--- src/rtl/vga_sync_decoder.sv ---
// rtl/vga_sync_decoder.sv - VGA sync stream decoder: position recovery, timing checks, lock FSM
// Optional saturating error counter on o_Err_Count when VGA_DEC_STATS_EN is defined.

module vga_sync_decoder #(
  parameter int TOTAL_COLS  = 800,
  parameter int TOTAL_ROWS  = 525,
  parameter int ACTIVE_COLS = 640,
  parameter int ACTIVE_ROWS = 480,
  parameter int LOCK_FRAMES = 2,
  localparam int CW = $clog2(2*TOTAL_COLS),
  localparam int RW = $clog2(2*TOTAL_ROWS)
) (
  input  logic          i_Clk,
  input  logic          i_Rst_L,
  input  logic          i_HSync,
  input  logic          i_VSync,
  output logic [CW-1:0] o_Col_Count,
  output logic [RW-1:0] o_Row_Count,
  output logic          o_Active,
  output logic          o_Locked,
  output logic          o_Frame_Start,
  output logic          o_Line_Err,
  output logic          o_Frame_Err,
  output logic [7:0]    o_Err_Count
);

  localparam logic [CW-1:0] COL_MAX  = CW'(2*TOTAL_COLS - 1);
  localparam logic [CW-1:0] COL_PRE  = CW'(2*TOTAL_COLS - 2);
  localparam logic [CW-1:0] COL_LAST = CW'(TOTAL_COLS - 1);
  localparam logic [RW-1:0] ROW_MAX  = RW'(2*TOTAL_ROWS - 1);
  localparam logic [RW-1:0] ROW_LAST = RW'(TOTAL_ROWS - 1);
  localparam logic [3:0]    GOOD_PRE = 4'(LOCK_FRAMES - 1);

  typedef enum logic [1:0] {
    ST_UNLOCKED,
    ST_ACQUIRE,
    ST_LOCKED
  } state_t;

  state_t     state, state_nxt;
  logic       hs1, hs2, vs1, vs2;
  logic       h_edge, v_edge, timeout, line_bad, frame_bad_now;
  logic [3:0] good, good_nxt;
  logic       frame_bad, frame_bad_nxt;
  logic       line_err_nxt, frame_err_nxt;

  assign h_edge        = hs1 & ~hs2;
  assign v_edge        = vs1 & ~vs2;
  // Fires on the cycle the column counter is about to hit saturation, so the pulse lands with col = max.
  assign timeout       = !h_edge && (o_Col_Count == COL_PRE);
  assign line_bad      = (h_edge && (o_Col_Count != COL_LAST)) || timeout;
  assign frame_bad_now = v_edge && (o_Row_Count != ROW_LAST);

  assign o_Locked = (state == ST_LOCKED);
  assign o_Active = o_Locked && (o_Col_Count < CW'(ACTIVE_COLS)) && (o_Row_Count < RW'(ACTIVE_ROWS));

  always_comb begin
    state_nxt     = state;
    good_nxt      = good;
    frame_bad_nxt = frame_bad;
    line_err_nxt  = 1'b0;
    frame_err_nxt = 1'b0;
    case (state)
      ST_UNLOCKED: begin
        if (v_edge) begin
          state_nxt     = ST_ACQUIRE;
          good_nxt      = 4'd0;
          frame_bad_nxt = 1'b0;
        end
      end
      ST_ACQUIRE: begin
        line_err_nxt  = line_bad;
        frame_err_nxt = frame_bad_now;
        if (v_edge) begin
          // A frame counts only if nothing went wrong up to and including its closing edge.
          if (!frame_bad && !line_bad && !frame_bad_now) begin
            good_nxt = good + 4'd1;
            if (good == GOOD_PRE) state_nxt = ST_LOCKED;
          end else begin
            good_nxt = 4'd0;
          end
          frame_bad_nxt = 1'b0;
        end else if (line_bad) begin
          frame_bad_nxt = 1'b1;
          good_nxt      = 4'd0;
        end
      end
      ST_LOCKED: begin
        line_err_nxt  = line_bad;
        frame_err_nxt = frame_bad_now;
        if (line_bad || frame_bad_now) begin
          state_nxt     = ST_ACQUIRE;
          good_nxt      = 4'd0;
          frame_bad_nxt = !v_edge;
        end
      end
      default: state_nxt = ST_UNLOCKED;
    endcase
    if (timeout) begin
      state_nxt = ST_UNLOCKED;
      good_nxt  = 4'd0;
    end
  end

  always_ff @(posedge i_Clk or negedge i_Rst_L) begin
    if (!i_Rst_L) begin
      hs1           <= 1'b0;
      hs2           <= 1'b0;
      vs1           <= 1'b0;
      vs2           <= 1'b0;
      o_Col_Count   <= '0;
      o_Row_Count   <= '0;
      state         <= ST_UNLOCKED;
      good          <= 4'd0;
      frame_bad     <= 1'b0;
      o_Line_Err    <= 1'b0;
      o_Frame_Err   <= 1'b0;
      o_Frame_Start <= 1'b0;
    end else begin
      hs1 <= i_HSync;
      hs2 <= hs1;
      vs1 <= i_VSync;
      vs2 <= vs1;
      if (h_edge) o_Col_Count <= '0;
      else if (o_Col_Count != COL_MAX) o_Col_Count <= o_Col_Count + 1'b1;
      if (v_edge) o_Row_Count <= '0;
      else if (h_edge && (o_Row_Count != ROW_MAX)) o_Row_Count <= o_Row_Count + 1'b1;
      state         <= state_nxt;
      good          <= good_nxt;
      frame_bad     <= frame_bad_nxt;
      o_Line_Err    <= line_err_nxt;
      o_Frame_Err   <= frame_err_nxt;
      o_Frame_Start <= v_edge;
    end
  end

`ifdef VGA_DEC_STATS_EN
  logic [7:0] err_count;

  always_ff @(posedge i_Clk or negedge i_Rst_L) begin
    if (!i_Rst_L) err_count <= 8'd0;
    else if ((line_err_nxt || frame_err_nxt) && (err_count != 8'hFF)) err_count <= err_count + 8'd1;
  end

  assign o_Err_Count = err_count;
`else
  assign o_Err_Count = 8'd0;
`endif

endmodule

--- config.mk ---
export PLATFORM = sky130hd
export DESIGN_NAME = vga_sync_decoder
export DESIGN_NICKNAME = d
export VERILOG_FILES = /design/src/rtl/vga_sync_decoder.sv
export SDC_FILE = /design/constraint.sdc
export NUM_CORES = 1
export LEC_CHECK = 0
export BUFFER_PORTS_ARGS = -buffer_cell sky130_fd_sc_hd__buf_2
export CORE_ASPECT_RATIO = 2
export CORE_MARGIN = 1.5
export CORE_UTILIZATION = 30
export DETAILED_ROUTE_END_ITERATION = 16
export SLEW_MARGIN = 20
export SYNTH_ARGS = -nofsm -noshare
export SYNTH_HDL_FRONTEND = slang
export SYNTH_SLANG_ARGS = --single-unit
--- constraint.sdc ---
create_clock -name i_Clk -period 2.5 [get_ports i_Clk]
set_input_delay 0 -clock i_Clk [delete_from_list [all_inputs] [get_ports i_Clk]]
set_output_delay 0 -clock i_Clk [all_outputs]
set_load 0.02 [all_outputs]
==> After elaboration in Yosys (flattened, before gate mapping) <==
Cells that the tools add are included.
{ "totals": {"ff_bits": 36, "input_bits": 4, "output_inout_bits": 35, "elab_cells": 87} }
{ "classes": {"n_addsub": 3, "magnitude_cmp": 2, "eq_ne": 17, "mux": 25, "bitwise": 4, "n_reduce_logical": 24} }
{ "ops": {"columns": ["operator", "n"], "rows": [
  ["$mux 11", 4],
  ["$mux 4", 6],
  ["$add 11x1->11 const B", 2],
  ["$ne 11x10->1 const B", 2],
  ["$ne 11x11->1 const B", 2],
  ["$ne 3x3->1 const B", 5],
  ["$mux 2", 6],
  ["$pmux 4 s3", 1],
  ["$eq 11x11->1 const B", 1],
  ["$lt 11x10->1 const B", 1],
  ["$lt 11x9->1 const B", 1],
  ["$logic_and 1x1->1", 8],
  ["$reduce_and 4->1", 2],
  ["$mux 1", 6],
  ["$pmux 2 s3", 1],
  ["$logic_not 1->1", 5],
  ["$reduce_and 5->1", 1],
  ["$add 4x1->4 const B", 1],
  ["$eq 4x1->1 const B", 1],
  ["$ne 4x4->1 const B", 1],
  ["$reduce_bool 2->1", 2],
  ["$reduce_bool 4->1", 1],
  ["$ne 3x1->1 const B", 1],
  ["$pmux 1 s3", 1],
  ["other kinds (10)", 13]
]} }

==> Longest topological paths before layout <==
{ "logic_depth": {"ltp_word": 12, "mapped_depth": 7, "mapped_depth_nobuf": 7} }

==> Worst setup path after synthesis <==
OpenSTA, ideal clock, no wires.
{ "synth_timing": {"path_type": "register to register", "startpoint": "register o_Col_Count[7]", "endpoint": "register good[2]", "t_arrival_ps": 2129, "t_required_ps": 2413, "setup_slack_ps": 284, "stages_incl_launch_ff": 6, "period_less_slack_ps": 2216, "cell_sequence": "dfrtp_1 or4b_4 o31a_1 a2111oi_4 nand4b_2 o211ai_1"} }
{ "synth_between": {"elab_chain_cells": 10} }
{ "synth_rtl": {"columns": ["element", "line", "rtl"], "rows": [
  ["from (decl)", "17", "output logic [CW-1:0] o_Col_Count,"],
  ["from (signal assigned)", "125", "else if (o_Col_Count != COL_MAX) o_Col_Count <= o_Col_Count + 1'b1;"],
  ["$ne 11x10->1 / $eq 11x11->1 (equally long branches)", "51, 50", null],
  ["$logic_and 1x1->1, on equally long branches", "51, 50", null],
  ["$logic_or 1x1->1", "51", "assign line_bad = (h_edge && (o_Col_Count != COL_LAST)) || timeout;"],
  ["$logic_not 1->1", "76", "if (!frame_bad && !line_bad && !frame_bad_now) begin"],
  ["$logic_and 1x1->1 (2 in a row)", "76", null],
  ["$mux 4", "76", null],
  ["$mux 4", "74", "if (v_edge) begin"],
  ["$pmux 4 s3", "63", "case (state)"],
  ["$mux 4", "99", "if (timeout) begin"],
  ["to (signal assigned)", "129", "good <= good_nxt;"],
  ["to (decl)", "43", "logic [3:0] good, good_nxt;"]
]} }
Several ways; a longest one is shown, not always the timed one.
A chain may end at the register's enable or synchronous reset.

==> Worst setup path after layout <==
{ "layout_timing": {"startpoint": "register o_Col_Count[8]", "endpoint": "register good[3]"} }
The elaborated chain is that of the path after synthesis.

==> flow_summary.yaml <==
outcome:
  outcome: "complete, no violations"
timing:
  finalCriticalPeriod_ns: 2.30
  skew_ns: 0.00441
  finalSetupViolCount: 0
  grt_setup_unrepaired: "no"
  max_slew_margin_pct: 44.6
  maxSlewViolCount: 0
  worst_slew_pin_slew_ns: 0.831
  period_share_pct: 92.0
  setup-tns-final_ns: 0
  fmax_mhz: 435
  hold_viol_final: 0
critical_path:
  r2r_end: "good[3]$_DFFE_PN0P_"
  worst_r2r_path_depth: 5
  endpoint_kind: "flip-flop"
  start_kind: "flip-flop"
  critPathArrivalTime_ns: 2.50
  crit_path_max_fanout: 6
  crit_type: "reg2reg"
  r2r-start: "o_Col_Count[8]$_DFFE_PN0P_"
  required_ns: 2.70
  rrSetupSlack_ns: 0.20
clock_tree:
  clock-sinks: 36
  numCtsBuffers: 5
  cts_buffer_depth: 2
  clock_latency_ns: 0.29
  clkTransAtPathRegs_ns: 0.06
  ctsResizeCount: 0
  root_buffer: "clkbuf_16"
  post_cts_buffers: 0
  cts_tree: "yes"
  cts_htree_levels: 2
  hold_buffers: 3
finish:
  drive_above_1_share_pct: 22.1
  diodes: 0
  area_delta_synth_final_pct: 19.4
  fin_nets: 267
  n_fill_cell: 676
  stdcell_area_um2: 2500
routing:
  wl_met2_um: 2630
  maxUsedRoutingLayer: "met4"
  vias: 1667
  post_drt_wl_per_cell_um: 13.8
  first_iter_violations: 34
  routed_wl_um: 4700
  remaining_drc_errors: 0
  via_per_inst: 4.89
  wl_met1_um: 1690
  wl_met3_um: 157
  antenna_left: 0
  dr.pass1.iters: 4
worst_hold_path:
  holdCritStartpoint: "i_HSync"
  holdPathStages: 2
  whs_endpoint: "hs1$_DFF_PN0_"
  min_path_type: "in2reg"
die:
  die_w_um: 62.1
  core_um2: 6670
  die_h_um: 121
  start_util_pct: 31.4
  rows: 42
  die_area_um2: 7520
  io_pins: 39
global_routing:
  grt_pass1_vias: 1684
  grt_max_degree: 37
  grt_pass1_wl_um: 7870
  grtUsageTotal_pct: 14.5
  antenna_found_initial: 0
  grt_overflow: 0
flow_run:
  cap_violations: 0
logic_synthesis:
  synth.mux.area_fraction_pct: 1.49
  async_flop_share_pct: 100
  yosysWarnings: 0
  synth_edf_count: 0
  synth-simple-area-share_pct: 22.0
  synth_cell_type_count: 53
  yosys_register_bits: 36
  synthXorXnorAreaFrac_pct: 5.85
  synth_flop_cell: "dfrtp_1"
  synth_compound_area_share_pct: 13.9
  syn_inst: 212
  syn_avg_cell_area_um2: 9.88
  syn_area_um2: 2090
  synth_top_family_by_area: "simple AND/OR/NAND/NOR gates"
  synth-adder-area-share_pct: 6.57
  ys_seq_area_share_pct: 43.0
power_and_ir_drop:
  seq_power_share_pct: 40.1
  p_comb_share_pct: 23.2
  p_int_mw: 1.18
  vdd_drop_max_mv: 0.421
  power_frac_clock_pct: 36.7
  power_density_nw_per_um2: 695
  p_sw_mw: 0.555
  p_sw_share_pct: 31.9
  p_leak_nw: 1.22
placed_design:
  place_area_um2: 2320
  hpwl_um: 3550
  port_buffers: 30
  globalplace.congestion: 0.800
-- cell usage in the layout, fill, tap and decap left out, types with 2 or more instances in the layout --
master / Yosys / routed
a2111oi_0: 3 / 3
a211oi_1: 3 / 3
a21oi_1: 3 / 3
a31oi_1: 6 / 6
a41o_1: 2 / 2
a41oi_1: 2 / 2
and2b_2: 2 / 2
and3_1: 3 / 3
buf_2: 0 / 30
buf_4: 8 / 6
clkbuf_16: 0 / 5
clkinv_2: 0 / 2
conb_1: 1 / 8
dfrtp_1: 36 / 36
dlygate4sd3_1: 0 / 3
ha_1: 11 / 11
inv_1: 11 / 11
mux2i_1: 2 / 2
nand2_1: 17 / 17
nand2b_1: 2 / 2
nand3_1: 12 / 12
nand3b_1: 3 / 3
nand4_1: 5 / 5
nand4b_1: 2 / 2
nor2_1: 24 / 24
nor3_1: 3 / 3
o211ai_1: 3 / 3
o21ai_0: 5 / 5
xnor2_1: 6 / 6
xor2_1: 8 / 8
-- sequential cells by signal, summed over array words and instances, names as in the netlist --
register / count
frame_bad: 1
good: 4
hs1: 1
hs2: 1
o_Col_Count: 11
o_Frame_Err: 1
o_Frame_Start: 1
o_Line_Err: 1
o_Row_Count: 11
state: 2
vs1: 1
vs2: 1
-- worst max-delay path by stage --
stage / endpoint / start / slack [ns] / depth (start not counted)
after floorplan: good[2]$_DFFE_PN0P_ / o_Col_Count[7]$_DFFE_PN0P_ / 0.28 / 5
after global routing: good[3]$_DFFE_PN0P_ / o_Col_Count[8]$_DFFE_PN0P_ / 0.08 / 5
after detailed placement: good[2]$_DFFE_PN0P_ / o_Col_Count[8]$_DFFE_PN0P_ / 0.22 / 5
after CTS: good[3]$_DFFE_PN0P_ / o_Col_Count[8]$_DFFE_PN0P_ / 0.18 / 5
after global placement: good[2]$_DFFE_PN0P_ / o_Col_Count[8]$_DFFE_PN0P_ / 0.26 / 5
final: good[3]$_DFFE_PN0P_ / o_Col_Count[8]$_DFFE_PN0P_ / 0.20 / 5
-- worst max-delay path, cell delays in order, from the launching register on --
cell	delay (ns)
dfrtp_1	0.46
or4b_4	0.50
o31a_1	0.35
a2111oi_4	0.48
nand4b_2	0.21
o211ai_1	0.22
-- kinds of logic (layout without fill, tap and decap cells) --
family | Yosys count | in the layout
muxes | 3 | 3
adders and majority gates | 11 | 11
xor gates and xnor gates | 14 | 14
AOI/OAI and AO/OA | 37 | 37
other | 1 | 8
DFF | 36 | 36
and+or+nand+nor | 86 | 86
buffers and inverters | 24 | 58
-- layer usage --
| metal | track usage, % | vias to the layer above |
|---|---|---|
| met1 | 14.9 | 790 |
| met5 | 0 | - |
| met3 | 2.88 | 15 |
| li1 | - | 821 |
| met4 | 9.97 | 0 |
| met2 | 24.5 | 41 |
-- power groups by stage --
stage | Combinational (mW) | Clock, mW | Sequential (mW)
after floorplan | 0.260 | 0 | 0.742
after global placement | 0.402 | 0 | 0.708
after detailed placement | 0.403 | 0 | 0.708
after CTS | 0.410 | 0.651 | 0.698
after global routing | 0.461 | 0.679 | 0.709
final | 0.404 | 0.638 | 0.697
-- Yosys cell counts, drive strengths merged (2+ instances only) --
cell / number / area [um2]
a2111oi: 4 / 53.8
a211oi: 3 / 22.5
a21o: 2 / 16.3
a21oi: 3 / 15.0
a31oi: 6 / 37.5
a41o: 2 / 20.0
a41oi: 2 / 17.5
and2b: 2 / 17.5
and3: 4 / 26.3
buf: 10 / 82.6
clkbuf: 3 / 21.3
dfrtp: 36 / 901
ha: 11 / 138
inv: 11 / 41.3
mux2i: 2 / 20.0
nand2: 18 / 70.1
nand2b: 2 / 12.5
nand3: 12 / 60.1
nand3b: 3 / 22.5
nand4: 5 / 31.3
nand4b: 3 / 32.5
nor2: 24 / 90.1
nor3: 3 / 15.0
o211ai: 3 / 22.5
o21ai: 6 / 30.0
xnor2: 6 / 52.6
xor2: 8 / 70.1
-- area by class of cell --
| class | count | area (um2) | share of cell area (%) |
|---|---|---|---|
| repair buffers | 39 | 225 | 9.00 |
| clock inverters | 2 | 10.0 | 0.400 |
| clock buffers | 6 | 139 | 5.55 |
| multi-input cells | 159 | 1070 | 43.0 |
| well taps | 88 | 110 | 4.40 |
| flip-flops and latches | 36 | 901 | 36.0 |
| inverters | 11 | 41.3 | 1.65 |
-- through the flow --
step / power, mW / setup slack (ns) / util, % / hold slack [ns] / instances
2_1_floorplan: 1.00 / 0.284 / - / -0.296 / 219
3_3_place_gp: 1.11 / 0.260 / 34.8 / 0.110 / 330
3_5_place_dp: 1.11 / 0.219 / 34.8 / 0.109 / 330
4_1_cts: 1.76 / 0.181 / 37.5 / 0.343 / 341
5_1_grt: 1.85 / 0.0821 / 37.5 / 0.347 / 341
6_report: 1.74 / 0.200 / 37.5 / 0.353 / 341
Power figures use the tool's default switching activity.
